**config.mk**
```make
export PLATFORM = sky130hd
export DESIGN_NAME = bubble_field_ctrl_flat
export DESIGN_NICKNAME = d
export VERILOG_FILES = /design/src/rtl/bubble_pkg.sv /design/src/rtl/bubble_field_ctrl_if.sv /design/src/rtl/bubble_lfsr.sv /design/src/rtl/bubble_field_ctrl.sv /design/src/flat_wrapper.sv
export SDC_FILE = /design/constraint.sdc
export NUM_CORES = 1
export LEC_CHECK = 0
export ABC_AREA = 1
export CAP_MARGIN = 0
export CORE_MARGIN = 5
export CORE_UTILIZATION = 44
export CTS_CLUSTER_DIAMETER = 120
export CTS_CLUSTER_SIZE = 8
export DETAILED_ROUTE_END_ITERATION = 10
export HOLD_SLACK_MARGIN = 0.03
export PLACE_DENSITY = 0.65
export SYNTH_ARGS = -nofsm -noshare
export SYNTH_HDL_FRONTEND = slang
export SYNTH_SLANG_ARGS = --single-unit
```
**constraint.sdc**
```tcl
create_clock -name clock -period 7 [get_ports clock]
set_clock_uncertainty 0.05 [all_clocks]
set_input_delay 1.4 -clock clock [delete_from_list [all_inputs] [get_ports clock]]
set_output_delay 1.4 -clock clock [all_outputs]
set_load 0.02 [all_outputs]
```
**src/rtl/bubble_pkg.sv**
```systemverilog
// Shared constants and FSM encoding for the bubble-field controller.
// Playfield limits are inclusive pixel coordinates of the 160x120 VGA field.
package bubble_pkg;
  localparam int N_BUB     = 7;
  localparam int X_W       = 8;
  localparam int Y_W       = 7;
  localparam int X_MAX     = 159;
  localparam int Y_TOP     = 0;
  localparam int Y_BOT     = 119;
  localparam int FAST_STEP = 3;

  typedef enum logic [2:0] {
    ST_IDLE,
    ST_SEED,
    ST_SPAWN,
    ST_SHOW,
    ST_WAIT,
    ST_ERASE,
    ST_HOLD,
    ST_STEP
  } state_t;
endpackage

```
**src/rtl/bubble_field_ctrl_if.sv**
```systemverilog
// Draw handshake plus the published bubble coordinates and the swimmer collision inputs.
interface bubble_field_ctrl_if;
  import bubble_pkg::*;

  logic                   plot_req;
  logic                   plot_ack;
  logic                   erase;
  logic [N_BUB-1:0]       collide;
  logic                   ubound;
  logic [N_BUB*X_W-1:0]   bub_x;
  logic [N_BUB*Y_W-1:0]   bub_y;
  logic [N_BUB-1:0]       bub_valid;

  modport master (
    output plot_req, erase, bub_x, bub_y, bub_valid,
    input  plot_ack, collide, ubound
  );

  modport slave (
    input  plot_req, erase, bub_x, bub_y, bub_valid,
    output plot_ack, collide, ubound
  );
endinterface

```
**src/rtl/bubble_lfsr.sv**
```systemverilog
// Fibonacci LFSR (taps on the two top bits) with seed load and zero-seed guard.
module bubble_lfsr #(
  parameter int W      = 15,
  parameter int SEED_W = 10
) (
  input  logic              clock,
  input  logic              resetn,
  input  logic              load,
  input  logic [SEED_W-1:0] seed,
  output logic [W-1:0]      value
);
  logic [W-1:0] value_reg;
  logic [W-1:0] value_next;

  always_comb begin
    value_next = {value_reg[W-2:0], value_reg[W-1] ^ value_reg[W-2]};
    if (load) begin
      // An all-zero state would lock the register forever.
      value_next = (seed == '0) ? W'(1) : W'(seed);
    end
  end

  always_ff @(posedge clock) begin
    if (!resetn) begin
      value_reg <= W'(1);
    end else begin
      value_reg <= value_next;
    end
  end

  assign value = value_reg;
endmodule

```
**src/rtl/bubble_field_ctrl.sv**
```systemverilog
// Bubble-field controller: spawns, moves and respawns N_BUB bubbles and sequences
// draw/erase requests to the VGA path, publishing coordinates once per frame.
module bubble_field_ctrl
  import bubble_pkg::*;
#(
  parameter int               LFSR_W    = 15,
  parameter int               LIFE      = 20,
  parameter logic [N_BUB-1:0] RISE_MASK = 7'b1111100
) (
  input  logic                       clock,
  input  logic                       resetn,
  input  logic [9:0]                 seed,
  input  logic                       seed_load,
  input  logic                       frame_tick,
  input  logic                       step_tick,
  bubble_field_ctrl_if.master        bus,
  output logic [4:0]                 life_cnt
);
  typedef logic [Y_W:0] yext_t;

  state_t            state_reg;
  state_t            state_next;
  logic [4:0]        life_reg;
  logic [4:0]        life_next;
  logic [LFSR_W-1:0] lfsr_value;
  logic              seed_now;
  logic              publish;

  assign seed_now = (state_reg == ST_SEED);

  bubble_lfsr #(
    .W      (LFSR_W),
    .SEED_W (10)
  ) u_lfsr (
    .clock  (clock),
    .resetn (resetn),
    .load   (seed_now),
    .seed   (seed),
    .value  (lfsr_value)
  );

  always_ff @(posedge clock) begin
    if (!resetn) begin
      state_reg <= ST_IDLE;
      life_reg  <= '0;
    end else begin
      state_reg <= state_next;
      life_reg  <= life_next;
    end
  end

  always_comb begin
    state_next   = state_reg;
    life_next    = life_reg;
    bus.plot_req = 1'b0;
    bus.erase    = 1'b0;
    case (state_reg)
      ST_IDLE:  state_next = ST_SEED;
      ST_SEED:  state_next = ST_SPAWN;
      ST_SPAWN: begin
        life_next  = '0;
        state_next = ST_SHOW;
      end
      ST_SHOW: begin
        bus.plot_req = 1'b1;
        if (bus.plot_ack) state_next = ST_WAIT;
      end
      ST_WAIT:  if (frame_tick) state_next = ST_ERASE;
      ST_ERASE: begin
        bus.plot_req = 1'b1;
        bus.erase    = 1'b1;
        if (bus.plot_ack) state_next = ST_HOLD;
      end
      ST_HOLD:  if (step_tick) state_next = ST_STEP;
      ST_STEP: begin
        life_next  = life_reg + 5'd1;
        state_next = (life_next == 5'(LIFE)) ? ST_SPAWN : ST_SHOW;
      end
      default:  state_next = ST_IDLE;
    endcase
    // A reseed abandons whatever handshake is open.
    if (seed_load && state_reg != ST_IDLE) state_next = ST_SEED;
  end

  assign publish  = (state_next == ST_SHOW) && (state_reg != ST_SHOW);
  assign life_cnt = life_reg;

  for (genvar gi = 0; gi < N_BUB; gi++) begin : g_chan
    localparam int ROT = (3 * gi) % LFSR_W;

    logic [LFSR_W-1:0] rot;
    logic [X_W-1:0]    raw_x;
    logic [X_W-1:0]    cand_x;
    logic [Y_W-1:0]    raw_y;
    logic [Y_W-1:0]    cand_y;
    yext_t             y_ext;
    yext_t             y_mov;
    logic              out_of_range;
    logic [X_W-1:0]    wx_reg, wx_next, px_reg;
    logic [Y_W-1:0]    wy_reg, wy_next, py_reg;
    logic              wv_reg, wv_next, pv_reg;

    // Per-channel rotation decorrelates the channels drawn from one LFSR.
    assign rot    = (lfsr_value << ROT) | (lfsr_value >> ((LFSR_W - ROT) % LFSR_W));
    assign raw_x  = rot[LFSR_W-1 -: X_W];
    assign raw_y  = rot[Y_W-1:0];
    assign cand_x = (raw_x > X_W'(X_MAX)) ? raw_x - X_W'(X_MAX + 1) : raw_x;
    assign cand_y = (raw_y > Y_W'(Y_BOT)) ? raw_y - Y_W'(Y_BOT + 1) : raw_y;
    assign y_ext  = {1'b0, wy_reg};

    always_comb begin
      y_mov = y_ext;
      if (!RISE_MASK[gi]) begin
        y_mov = y_ext + (bus.collide[gi] ? yext_t'(FAST_STEP) : yext_t'(1));
      end else if (bus.collide[gi] && !bus.ubound) begin
        y_mov = y_ext - yext_t'(FAST_STEP);
      end else if (bus.collide[gi]) begin
        y_mov = y_ext;
      end else if (bus.ubound) begin
        y_mov = y_ext + yext_t'(1);
      end else begin
        y_mov = y_ext - yext_t'(1);
      end
    end

    // The extra MSB catches rising past the top row (Y_TOP is row 0).
    assign out_of_range = y_mov[Y_W] || (y_mov > yext_t'(Y_BOT));

    always_comb begin
      wx_next = wx_reg;
      wy_next = wy_reg;
      wv_next = wv_reg;
      if (state_reg == ST_SPAWN) begin
        wx_next = cand_x;
        wy_next = cand_y;
        wv_next = 1'b1;
      end else if (state_reg == ST_STEP && wv_reg) begin
        if (out_of_range) begin
          wx_next = cand_x;
          wy_next = cand_y;
        end else begin
          wy_next = y_mov[Y_W-1:0];
        end
      end
    end

    always_ff @(posedge clock) begin
      if (!resetn) begin
        wx_reg <= '0;
        wy_reg <= '0;
        wv_reg <= 1'b0;
        px_reg <= '0;
        py_reg <= '0;
        pv_reg <= 1'b0;
      end else begin
        wx_reg <= wx_next;
        wy_reg <= wy_next;
        wv_reg <= wv_next;
        if (publish) begin
          px_reg <= wx_next;
          py_reg <= wy_next;
          pv_reg <= wv_next;
        end
      end
    end

    assign bus.bub_x[gi*X_W +: X_W] = px_reg;
    assign bus.bub_y[gi*Y_W +: Y_W] = py_reg;
    assign bus.bub_valid[gi]        = pv_reg;
  end
endmodule

```
**src/flat_wrapper.sv**
```systemverilog
// flat-port wrapper written by rule: the top's interface ports become plain ports
module bubble_field_ctrl_flat import bubble_pkg::*;
#(
  parameter int               LFSR_W    = 15,
  parameter int               LIFE      = 20,
  parameter logic [N_BUB-1:0] RISE_MASK = 7'b1111100
)
  (clock, resetn, seed, seed_load, frame_tick, step_tick, life_cnt, bus_plot_req, bus_erase, bus_bub_x, bus_bub_y, bus_bub_valid, bus_plot_ack, bus_collide, bus_ubound);
  bubble_field_ctrl_if bus_i ();
  input  logic clock;
  input  logic resetn;
  input  logic [9:0] seed;
  input  logic seed_load;
  input  logic frame_tick;
  input  logic step_tick;
  output logic [4:0] life_cnt;
  output wire logic [$bits(bus_i.plot_req)-1:0] bus_plot_req;
  output wire logic [$bits(bus_i.erase)-1:0] bus_erase;
  output wire logic [$bits(bus_i.bub_x)-1:0] bus_bub_x;
  output wire logic [$bits(bus_i.bub_y)-1:0] bus_bub_y;
  output wire logic [$bits(bus_i.bub_valid)-1:0] bus_bub_valid;
  input wire logic [$bits(bus_i.plot_ack)-1:0] bus_plot_ack;
  input wire logic [$bits(bus_i.collide)-1:0] bus_collide;
  input wire logic [$bits(bus_i.ubound)-1:0] bus_ubound;
  assign bus_plot_req = bus_i.plot_req;
  assign bus_erase = bus_i.erase;
  assign bus_bub_x = bus_i.bub_x;
  assign bus_bub_y = bus_i.bub_y;
  assign bus_bub_valid = bus_i.bub_valid;
  assign bus_i.plot_ack = bus_plot_ack;
  assign bus_i.collide = bus_collide;
  assign bus_i.ubound = bus_ubound;
  bubble_field_ctrl #(.LFSR_W(LFSR_W), .LIFE(LIFE), .RISE_MASK(RISE_MASK)) u_core (.clock(clock), .resetn(resetn), .seed(seed), .seed_load(seed_load), .frame_tick(frame_tick), .step_tick(step_tick), .bus(bus_i), .life_cnt(life_cnt));
endmodule
```
# --- Yosys cells after proc, flatten, opt, wreduce, memory -nomap -nowiden ---
# Cells that the tools add are included.
totals:
  output_inout_bits: 119
  elab_cells: 221
  in_bits: 24
  reg_bits: 247
op_classes:
  n_bitwise: 6
  reduce_logical: 27
  magnitude_cmp: 17
  mux: 88
  add_sub_neg: 28
  n_eq_ne: 10
ops:
  columns: ["operator", "count"]
  rows:
  - ["8-bit 2-to-1 mux", 41]
  - ["7-bit 2-to-1 mux", 26]
  - ["8-bit by 7-bit > comparator with 1-bit output, second input constant", 7]
  - ["7-bit by 1-bit adder with 8-bit output, second input constant", 5]
  - ["8-bit > comparator, second input constant", 5]
  - ["7-bit by 1-bit subtractor with 8-bit output, second input constant", 5]
  - ["7-bit by 2-bit subtractor with 8-bit output, second input constant", 5]
  - ["8-bit subtractor, second input constant", 5]
  - ["7-bit > comparator, second input constant", 5]
  - ["7-bit subtractor, second input constant", 5]
  - ["3-bit case mux with 8 select lines", 1]
  - ["7-bit by 8-bit adder with 8-bit output", 2]
  - ["15-bit 2-to-1 mux", 1]
  - ["3-bit 2-to-1 mux", 5]
  - ["15-bit by 12-bit bitwise OR with 15-bit output", 1]
  - ["15-bit bitwise OR", 1]
  - ["15-bit by 3-bit bitwise OR with 15-bit output", 1]
  - ["15-bit by 6-bit bitwise OR with 15-bit output", 1]
  - ["15-bit by 9-bit bitwise OR with 15-bit output", 1]
  - ["1-bit logical AND", 14]
  - ["3-bit equality test, second input constant", 4]
  - ["10-bit zero test", 1]
  - ["1-bit 2-to-1 mux", 10]
  - ["10-bit 2-to-1 mux", 1]
  - ["other kinds (14)", 23]

# --- Longest topological paths before layout ---
# Gate-level depths: netlist (run 1).
logic_depth:
  ltp_word: 9
  ltp_mapped: 24
  depth_no_buf: 20

# --- Cells and area by module ---
# Synthesis (run 1) repeated with hierarchy kept, for this count alone.
unflattened:
  hier_cells: 2152
  area_unflattened_um2: 14199.9
by_module_without_submodules:
  columns: ["mod", "instances", "cells_per_inst", "seq_area_each_um2", "area_per_inst_um2"]
  rows:
  - ["bubble_field_ctrl", 1, 2082, 4644.5, 13621.8]
  - ["bubble_lfsr", 1, 70, 300.3, 578.1]

# --- Worst setup path before layout (run 1) ---
# OpenSTA, ideal clock, no wires.
synth_timing:
  kind: "input to register"
  from: "input port bus_ubound"
  to: "register u_core.g_chan[6].px_reg[6]"
  cell_stages: 22
  required_ps: 6841
  setup_time_ps: 109
  setup_slack_ps: 2977
  arrival_ps: 3864
  path_buffers: 5
  path_cell_list: "buf_6 > inv_6 > buf_6 > buf_6 > buf_4 > ha_1 > or2_1 > nand3_1 > nand3_1 > nand2_1 > nor2_1 > nor2_1 > nand2_1 > nand2_2 > nand2_1 > nand2_2 > buf_4 > nand2_1 > o21ai_1 > nand2_1 > nand2_1 > inv_1"
synth_via:
  elab_chain_cells: 8
  elab_cells_between_ends: 10
  classes_between: "1 x order compare; 6 x mux; 3 x reduce/logical"
synth_lines:
  columns: ["element", "line", "source"]
  rows:
  - ["start: declaration", "flat_wrapper.sv:24", "input wire logic [$bits(bus_i.ubound)-1:0] bus_ubound;"]
  - ["8-bit 2-to-1 mux / 1-bit zero test (equally long branches)", null, null]
  - ["8-bit 2-to-1 mux / 1-bit logical AND (equally long branches)", "bubble_field_ctrl.sv:117, bubble_field_ctrl.sv:115", null]
  - ["8-bit 2-to-1 mux *", "bubble_field_ctrl.sv:115", "end else if (bus.collide[gi] && !bus.ubound) begin"]
  - ["8-bit by 7-bit > comparator with 1-bit output", "bubble_field_ctrl.sv:127", "assign out_of_range = y_mov[Y_W] || (y_mov > yext_t'(Y_BOT));"]
  - ["1-bit logical OR *", "bubble_field_ctrl.sv:127", null]
  - ["8-bit 2-to-1 mux *", "bubble_field_ctrl.sv:138", "if (out_of_range) begin"]
  - ["8-bit 2-to-1 mux *", "bubble_field_ctrl.sv:137", "end else if (state_reg == ST_STEP && wv_reg) begin"]
  - ["8-bit 2-to-1 mux *", "bubble_field_ctrl.sv:133", "if (state_reg == ST_SPAWN) begin"]
  - ["end signal: assignment", "bubble_field_ctrl.sv:160", "px_reg <= wx_next;"]
  - ["end: declaration", "bubble_field_ctrl.sv:99", "logic [X_W-1:0] wx_reg, wx_next, px_reg;"]
# Every way passes the cells marked *; elsewhere a longest branch is shown, timed or not.
# A chain may end at the register's enable or synchronous reset.

# --- Final worst setup path (run 1) ---
layout_timing:
  from: "input port bus_ubound"
  to: "register u_core.g_chan[6].px_reg[1]"
# Same word-level chain as after synthesis.

==> metrics list, run 1 <==
- Most frequently used cell type in the post-synthesis netlist: sky130_fd_sc_hd__nand2_1
- Summed instance area of the synthesized netlist: 0.0141 sq mm
* Leading post-synthesis cells by instance count: sky130_fd_sc_hd__nand2_1 (534), sky130_fd_sc_hd__nor2_1 (259), sky130_fd_sc_hd__dfxtp_1 (247)
- Floorplan die area: 0.0356 sq mm
- Cell types occupying the most area after synthesis: sky130_fd_sc_hd__dfxtp_1 (35%), sky130_fd_sc_hd__nand2_1 (14%), sky130_fd_sc_hd__nor2_1 (6.9%)
* CTS tree: built
- The first global-routing pass estimated 69100 microns of wire.
- The die is 189 microns tall.
* Critical path endpoint category: flop
- Post-layout min period: 4.38 ns
- Total power for the finished layout comes to 5.22 mW.
- Setup TNS after final layout: 0 ns
- Drt first-iter violations: 1172
- The first detailed-routing pass took 6 iterations.
- Clock slew seen by the registers of the worst setup and hold paths: 0.05 ns
- Area Overhead vs Synth: 17.7%
* Count of flip-flops with a built-in enable after synthesis: 0
- RePlAce Congestion: 0.956
- Average detailed-routed wire length per instance: 16.6 microns
- The critical path in this run is classified as in -> reg.
* Final count of pins violating max slew: 0
- Detailed placement finished with a half-perimeter wire length of 30900 microns.
- X dimension of the die: 189 microns
- Critical path startpoint category: primary input
- # DRC: 0
- At the later pin of the worst-skew pair, clock insertion delay measures 0.54 ns.
- Largest fanout on the critical path: 62
- Once the clock tree was built, the setup fixing pass inserted 0 buffers.
- After detailed routing, the number of vias per cell comes to 5.28.
* Clk sink count: 247
- The number of antenna violations at the first check in global routing came to 1.
- Sequential area share after synthesis: 0.352
- Commonest register cell after synthesis: sky130_fd_sc_hd__dfxtp_1
- Largest net degree at the start of global routing: 121
- Post-synthesis cell count: 2127
- Worst Path Arrival: 4.75 ns
- The detailed router placed 13900 vias in this run.
- Post-CTS Hold Buffers: 0
- Final #Nets: 2307
- Count of maximum capacitance violations: 0
* GRT Max-Usage Layer: met2
* Met2 routing resource usage after global routing: 0.368
- Tightest Pin Transition: 1.08 ns
* Initial core utilization: 0.446
- 0 antenna diodes ended up in the layout.
- Input/output buffers: 142
* Yosys top cell area share: 0.352
- Share of final-layout standard cells stronger than drive strength 1: 0.0454
* Highest attainable clock frequency: 228 MHz
- Ports placed on the boundary: 143
- Overall routing resource usage: 0.238
* Inserted Clock Buffers: 36
- # H-tree levels: 2
- Vias in the first global route: 12800
- Worst min path class: reg -> reg
- Met3 Use GR: 0.0634
- The Yosys step of the flow raised 0 warnings.
* CTS root buffer: sky130_fd_sc_hd__clkbuf_16
- Setup violations remaining at the end of the flow were counted as 0.
- In this run, synthesis produced a sequential element count of 247.
- For met1 alone, demand over resource in global routing was 0.321.
- OpenSTA, run right after detailed placement, puts the worst setup slack at 2.09 ns.
* Mapped Avg Cell Area: 6.61 sq um
- Async S/R FF share, synth: 0
- Core box area: 0.0316 sq mm
* Maximum VDD drop: 0.233 mV
- Summed over all layers, the global routing overflow is 0.
- Data required, critical path: 7.37 ns
- Outcome: finished clean
* Final clock period utilization by the worst path: 0.626
* Crit path setup slack, layout: 2.62 ns
* Number of fill cells: 3138
* P per Cell Area: 316 mW/mm^2
- Row generation in the floorplan step produced 65 rows.
* Cell type with the largest total area after synthesis: sky130_fd_sc_hd__dfxtp_1
- Once detail routing completed, the nets flagged for antenna violations numbered 0.
* Total count of hold-check failures in the final report: 0
- Headroom to the max-slew limit: 0.282
* Setup slack of the worst register-to-register path: 3.95 ns
* Maximum clock path buffer count: 3
* Net count after synthesis: 2213
* Routed Wire Length: 43700 microns
- The analysis attributes to cell leakage a power of 7.66 nW.
* Resized cells post-CTS: 0
* Unrepaired setup endpoints after global routing: false
- Yosys mapped the design onto 56 distinct sky130hd cell types.
==> per-stage QoR <==
step	utilization	cell area [sq um]	hold slack (ns)	cells
after global placement	0.494	15600	0.412	2585
after floorplan	-	14100	0.401	2127
after global routing	0.524	16500	0.450	2625
after CTS	0.524	16500	0.425	2625
final	0.524	16500	0.424	2625
after detailed placement	0.494	15600	0.419	2585
==> power breakdown <==
part / leakage, nW / internal [mW] / switching [mW]
Clock: 0.477 / 0.937 / 0.634
Combinational: 5.17 / 0.682 / 1.12
Sequential: 2.02 / 1.65 / 0.193
Total: 7.66 / 3.27 / 1.95
==> cell families (layout without fill, tap and decap cells) <==
family	after synthesis	count (layout)	share of synthesized area
DFF	247	247	0.352
and+or+nand+nor	1062	1062	0.320
AOI/OAI and AO/OA	391	391	0.152
buffers and inverters	337	433	0.100
xor gates and xnor gates	28	28	0.0174
adders and majority gates	62	62	0.0589
==> layout by cell type, fill, tap and decap left out, types with 7 or more instances in the layout <==
cell type	instances
sky130_fd_sc_hd__dfxtp_1	247
sky130_fd_sc_hd__nor3_1	16
sky130_fd_sc_hd__clkinv_1	10
sky130_fd_sc_hd__clkbuf_16	37
sky130_fd_sc_hd__xor2_1	23
sky130_fd_sc_hd__clkdlybuf4s50_1	141
sky130_fd_sc_hd__inv_1	227
sky130_fd_sc_hd__a21oi_1	170
sky130_fd_sc_hd__nand3_1	183
sky130_fd_sc_hd__o21ai_0	123
sky130_fd_sc_hd__nor2_1	259
sky130_fd_sc_hd__nand2_2	11
sky130_fd_sc_hd__nand4_1	21
sky130_fd_sc_hd__o211ai_1	11
sky130_fd_sc_hd__a31oi_1	11
sky130_fd_sc_hd__nand2_1	534
sky130_fd_sc_hd__ha_1	55
sky130_fd_sc_hd__o21ai_1	36
sky130_fd_sc_hd__fa_1	7
sky130_fd_sc_hd__a21o_1	12
==> area by class of cell <==
cell class	count	area, sq um	area share
multi-input combinational	1543	7710	0.466
sequential	247	4940	0.299
timing repair buffer	147	1480	0.0894
inverter	246	938	0.0567
clock buffer	38	930	0.0562
tap	402	503	0.0304
clock inverter	2	40.0	0.00242
==> path summary, 6_finish.rpt <==
| path | from | to | depth (start not counted) |
|---|---|---|---|
| max | bus_ubound | u_core.g_chan[6].px_reg[1]$_SDFFE_PN0P_ | 19 |
| min reg2reg | u_core.g_chan[0].wx_reg[7]$_SDFF_PN0_ | u_core.g_chan[0].wx_reg[7]$_SDFF_PN0_ | 2 |
| max reg2reg | u_core.g_chan[1].wy_reg[0]$_SDFF_PN0_ | u_core.g_chan[1].py_reg[5]$_SDFFE_PN0P_ | 15 |
| min | u_core.g_chan[0].wx_reg[7]$_SDFF_PN0_ | u_core.g_chan[0].wx_reg[7]$_SDFF_PN0_ | 2 |
==> metal layers <==
layer,part of all wire,wire length (microns),vias to the layer above
met3,0.078,3400,100
met4,0.039,1680,0
met5,0,0,-
met2,0.43,18700,439
met1,0.46,19900,6292
li1,-,-,7036
==> critical path, stage by stage <==
cell and delay (ns):
sky130_fd_sc_hd__clkdlybuf4s50_1 0.46, sky130_fd_sc_hd__buf_4 0.39, sky130_fd_sc_hd__inv_6 0.29, sky130_fd_sc_hd__ha_1 0.42, sky130_fd_sc_hd__or2_1 0.27, sky130_fd_sc_hd__nand3_1 0.11
sky130_fd_sc_hd__nand3_1 0.08, sky130_fd_sc_hd__nand2_1 0.06, sky130_fd_sc_hd__nor2_1 0.04, sky130_fd_sc_hd__nor2_1 0.12, sky130_fd_sc_hd__nand2_1 0.10, sky130_fd_sc_hd__nand2_2 0.14
sky130_fd_sc_hd__nand2_1 0.15, sky130_fd_sc_hd__nand2_2 0.29, sky130_fd_sc_hd__nand2_1 0.10, sky130_fd_sc_hd__o21ai_1 0.12, sky130_fd_sc_hd__nand2_1 0.07, sky130_fd_sc_hd__nand2_1 0.07
sky130_fd_sc_hd__inv_1 0.03
Power figures use the tool's default switching activity.
==> run 2: changes to the inputs <==
clock period = 4.4 ns   (was 7 ns; I/O delays follow)
==> run 2 against run 1 <==
  * Hold slack gained 0.0067 ns
  * Global-route usage about the same
  * Utilization up 0.41 points
  * Die area did not move
  * Clock-buffer cell count unchanged
  * First-iteration DRC count is 1.2% lower
==> metrics list, run 2 (synthesis results as in run 1) <==
* Overall routing resource usage: 0.239
- CTS tree: built
- The flow ran to the end, and the final reports show no timing, DRC or antenna violations.
- Via-to-Cell Ratio: 5.32
- Leaving out fill and tap cells, the most frequent cells in the layout are sky130_fd_sc_hd__nand2_1 (534), sky130_fd_sc_hd__nor2_1 (259), sky130_fd_sc_hd__dfxtp_1 (247).
* Area Overhead vs Synth: 18.6%
- Cell internal pwr: 5.23 mW
* Count of maximum capacitance violations: 0
- For the pin with the worst max-slew slack, the measured transition is 0.940 ns.
* Unrepaired setup endpoints after global routing: false
- Fraction of power consumed by sequential logic: 0.351
* Switching power summed over all nets: 3.10 mW
- Maximum VDD drop: 0.350 mV
- At the end of routability-driven placement, the weighted congestion stood at 0.957.
- Summing over every cut layer, the via total after detailed routing is 14100.
- Critical path startpoint category: primary input
* Number of endpoints failing setup at the final stage: 0
- After clock tree synthesis, the clock-pin slew on the worst setup and hold paths is 0.05 ns.
* Number of fill cells: 3180
- Most common cell after layout, fill and taps aside: sky130_fd_sc_hd__nand2_1
* Setup slack after placement: 0.331 ns
* Worst min path class: reg -> reg
- Crit path setup slack, layout: 0.830 ns
- Final clock period utilization by the worst path: 0.811
* Resized cells post-CTS: 0
* Worst Path Arrival: 3.93 ns
- The via count of the first global-routing pass is 12900.
- Average detailed-routed wire length per instance: 16.7 microns
* Routed Wire Length: 44100 microns
- X dimension of the die: 189 microns
* Post-layout min period: 3.57 ns
* Ports placed on the boundary: 143
* Highest attainable clock frequency: 280 MHz
- The critical path is of the in -> reg type.
- STA classifies the critical path endpoint as a flop.
- Input/output buffers: 142
- For this run, design rule violations remaining after detail routing come to 0.
- Number of placement rows: 65
- Entering global routing, the biggest net connects 82 pins.
- In the final design database the tool counted 2326 nets.
- Clock share of power: 0.298
* Post-CTS Hold Buffers: 0
- The number of antenna violations at the first check in global routing was 0.
- In this run the power density over the cells is 500 mW/mm^2.
- Drt first-iter violations: 1158
* Die H: 189 microns
- The wire-length estimate of the detail-placed layout is 31900 microns.
- The final-report hold violation count came to 0.
- Largest fanout on the critical path: 35
* Headroom to the max-slew limit: 0.373
- Initial core utilization: 0.446
* Postcts setup bufs: 0
- Setup total negative slack on the finished layout was measured at 0 ns.
- Clk sink count: 247
* GRT Residual Overflow: 0
- Global-route wire length before repair: 69600 microns
- In this run the remaining antenna-violating nets after routing total 0.
- Clock tree synthesis selected as its root buffer the cell sky130_fd_sc_hd__clkbuf_16.
* Inserted Clock Buffers: 36
* Data required, critical path: 4.76 ns
- Switching share of power: 0.372
* Share of power burned in combinational logic: 0.350
- Core box area: 0.0316 sq mm
* Clock insertion delay at the later pin of the skew report: 0.53 ns
* Floorplan die area: 0.0356 sq mm
- Number of search-and-repair iterations in the first detailed-routing pass: 5
- The repair_antennas step left the layout with diodes totalling 0.
- Of the cells placed in the final design, the portion with a size suffix greater than 1 is 0.0535.
- The number of pins with negative max-slew slack in the final report is 0.
- The H-tree generated during clock tree synthesis spans 2 levels.
* Leakage power summed over all cells: 7.75 nW
- Maximum clock path buffer count: 3
run 2: power groups by stage:
stage	logic (mW)	registers, mW	clock network (mW)
6_report	2.92	2.93	2.49
5_1_grt	3.24	2.97	2.64
4_1_cts	2.93	2.93	2.53
3_5_place_dp	2.91	2.96	0
3_3_place_gp	2.88	2.97	0
2_1_floorplan	1.61	3.18	0
run 2: final cells by class:
class	count	area (sq um)	share of cell area
clock buffer	38	930	0.0557
clock inverter	2	40.0	0.00240
inverter	246	938	0.0563
multi-input combinational	1543	7710	0.462
sequential	247	4940	0.296
tap	402	503	0.0302
timing repair buffer	166	1610	0.0965
run 2: path summary, 6_finish.rpt:
| check | slack, ns | endpoint | start | cells past startpoint |
|---|---|---|---|---|
| setup / recovery | 0.83 | u_core.g_chan[5].px_reg[7]$_SDFFE_PN0P_ | bus_ubound | 16 |
| hold / removal | 0.43 | u_core.g_chan[0].wx_reg[5]$_SDFF_PN0_ | u_core.g_chan[0].wx_reg[5]$_SDFF_PN0_ | 2 |
| setup reg to reg | 1.41 | u_core.g_chan[5].px_reg[7]$_SDFFE_PN0P_ | u_core.g_chan[5].wy_reg[0]$_SDFF_PN0_ | 16 |
| hold reg to reg | 0.43 | u_core.g_chan[0].wx_reg[5]$_SDFF_PN0_ | u_core.g_chan[0].wx_reg[5]$_SDFF_PN0_ | 2 |
run 2: metal layers:
metal | global-route usage | share of wire | up-vias
met1 | 0.333 | 0.45 | 6443
met2 | 0.378 | 0.44 | 460
met3 | 0.0417 | 0.074 | 78
met4 | 0.0729 | 0.030 | 0
li1 | - | - | 7074
met5 | 0 | 0 | -
run 2: worst max-delay path, stage by stage:
cell and delay, ns:
sky130_fd_sc_hd__clkdlybuf4s50_1 0.56, sky130_fd_sc_hd__inv_6 0.15, sky130_fd_sc_hd__buf_4 0.21, sky130_fd_sc_hd__ha_1 0.35, sky130_fd_sc_hd__nand2_1 0.10, sky130_fd_sc_hd__o21a_1 0.19, sky130_fd_sc_hd__o21ai_1 0.10, sky130_fd_sc_hd__nand3_1 0.10
sky130_fd_sc_hd__nand2_1 0.17, sky130_fd_sc_hd__nand2_2 0.15, sky130_fd_sc_hd__a21oi_2 0.36, sky130_fd_sc_hd__nand2_1 0.08, sky130_fd_sc_hd__o21ai_0 0.21, sky130_fd_sc_hd__nand2_1 0.17, sky130_fd_sc_hd__nand2_1 0.09, sky130_fd_sc_hd__inv_1 0.04
run 2: stage by stage:
step / power (mW) / hold WS (ns) / instances / util / cell area [sq um]
floorplan: 4.79 / 0.401 / 2127 / - / 14100
global placement: 5.84 / 0.413 / 2604 / 0.498 / 15700
detailed placement: 5.87 / 0.417 / 2604 / 0.498 / 15700
CTS: 8.38 / 0.425 / 2644 / 0.529 / 16700
global route: 8.85 / 0.443 / 2644 / 0.529 / 16700
finish: 8.34 / 0.431 / 2644 / 0.529 / 16700
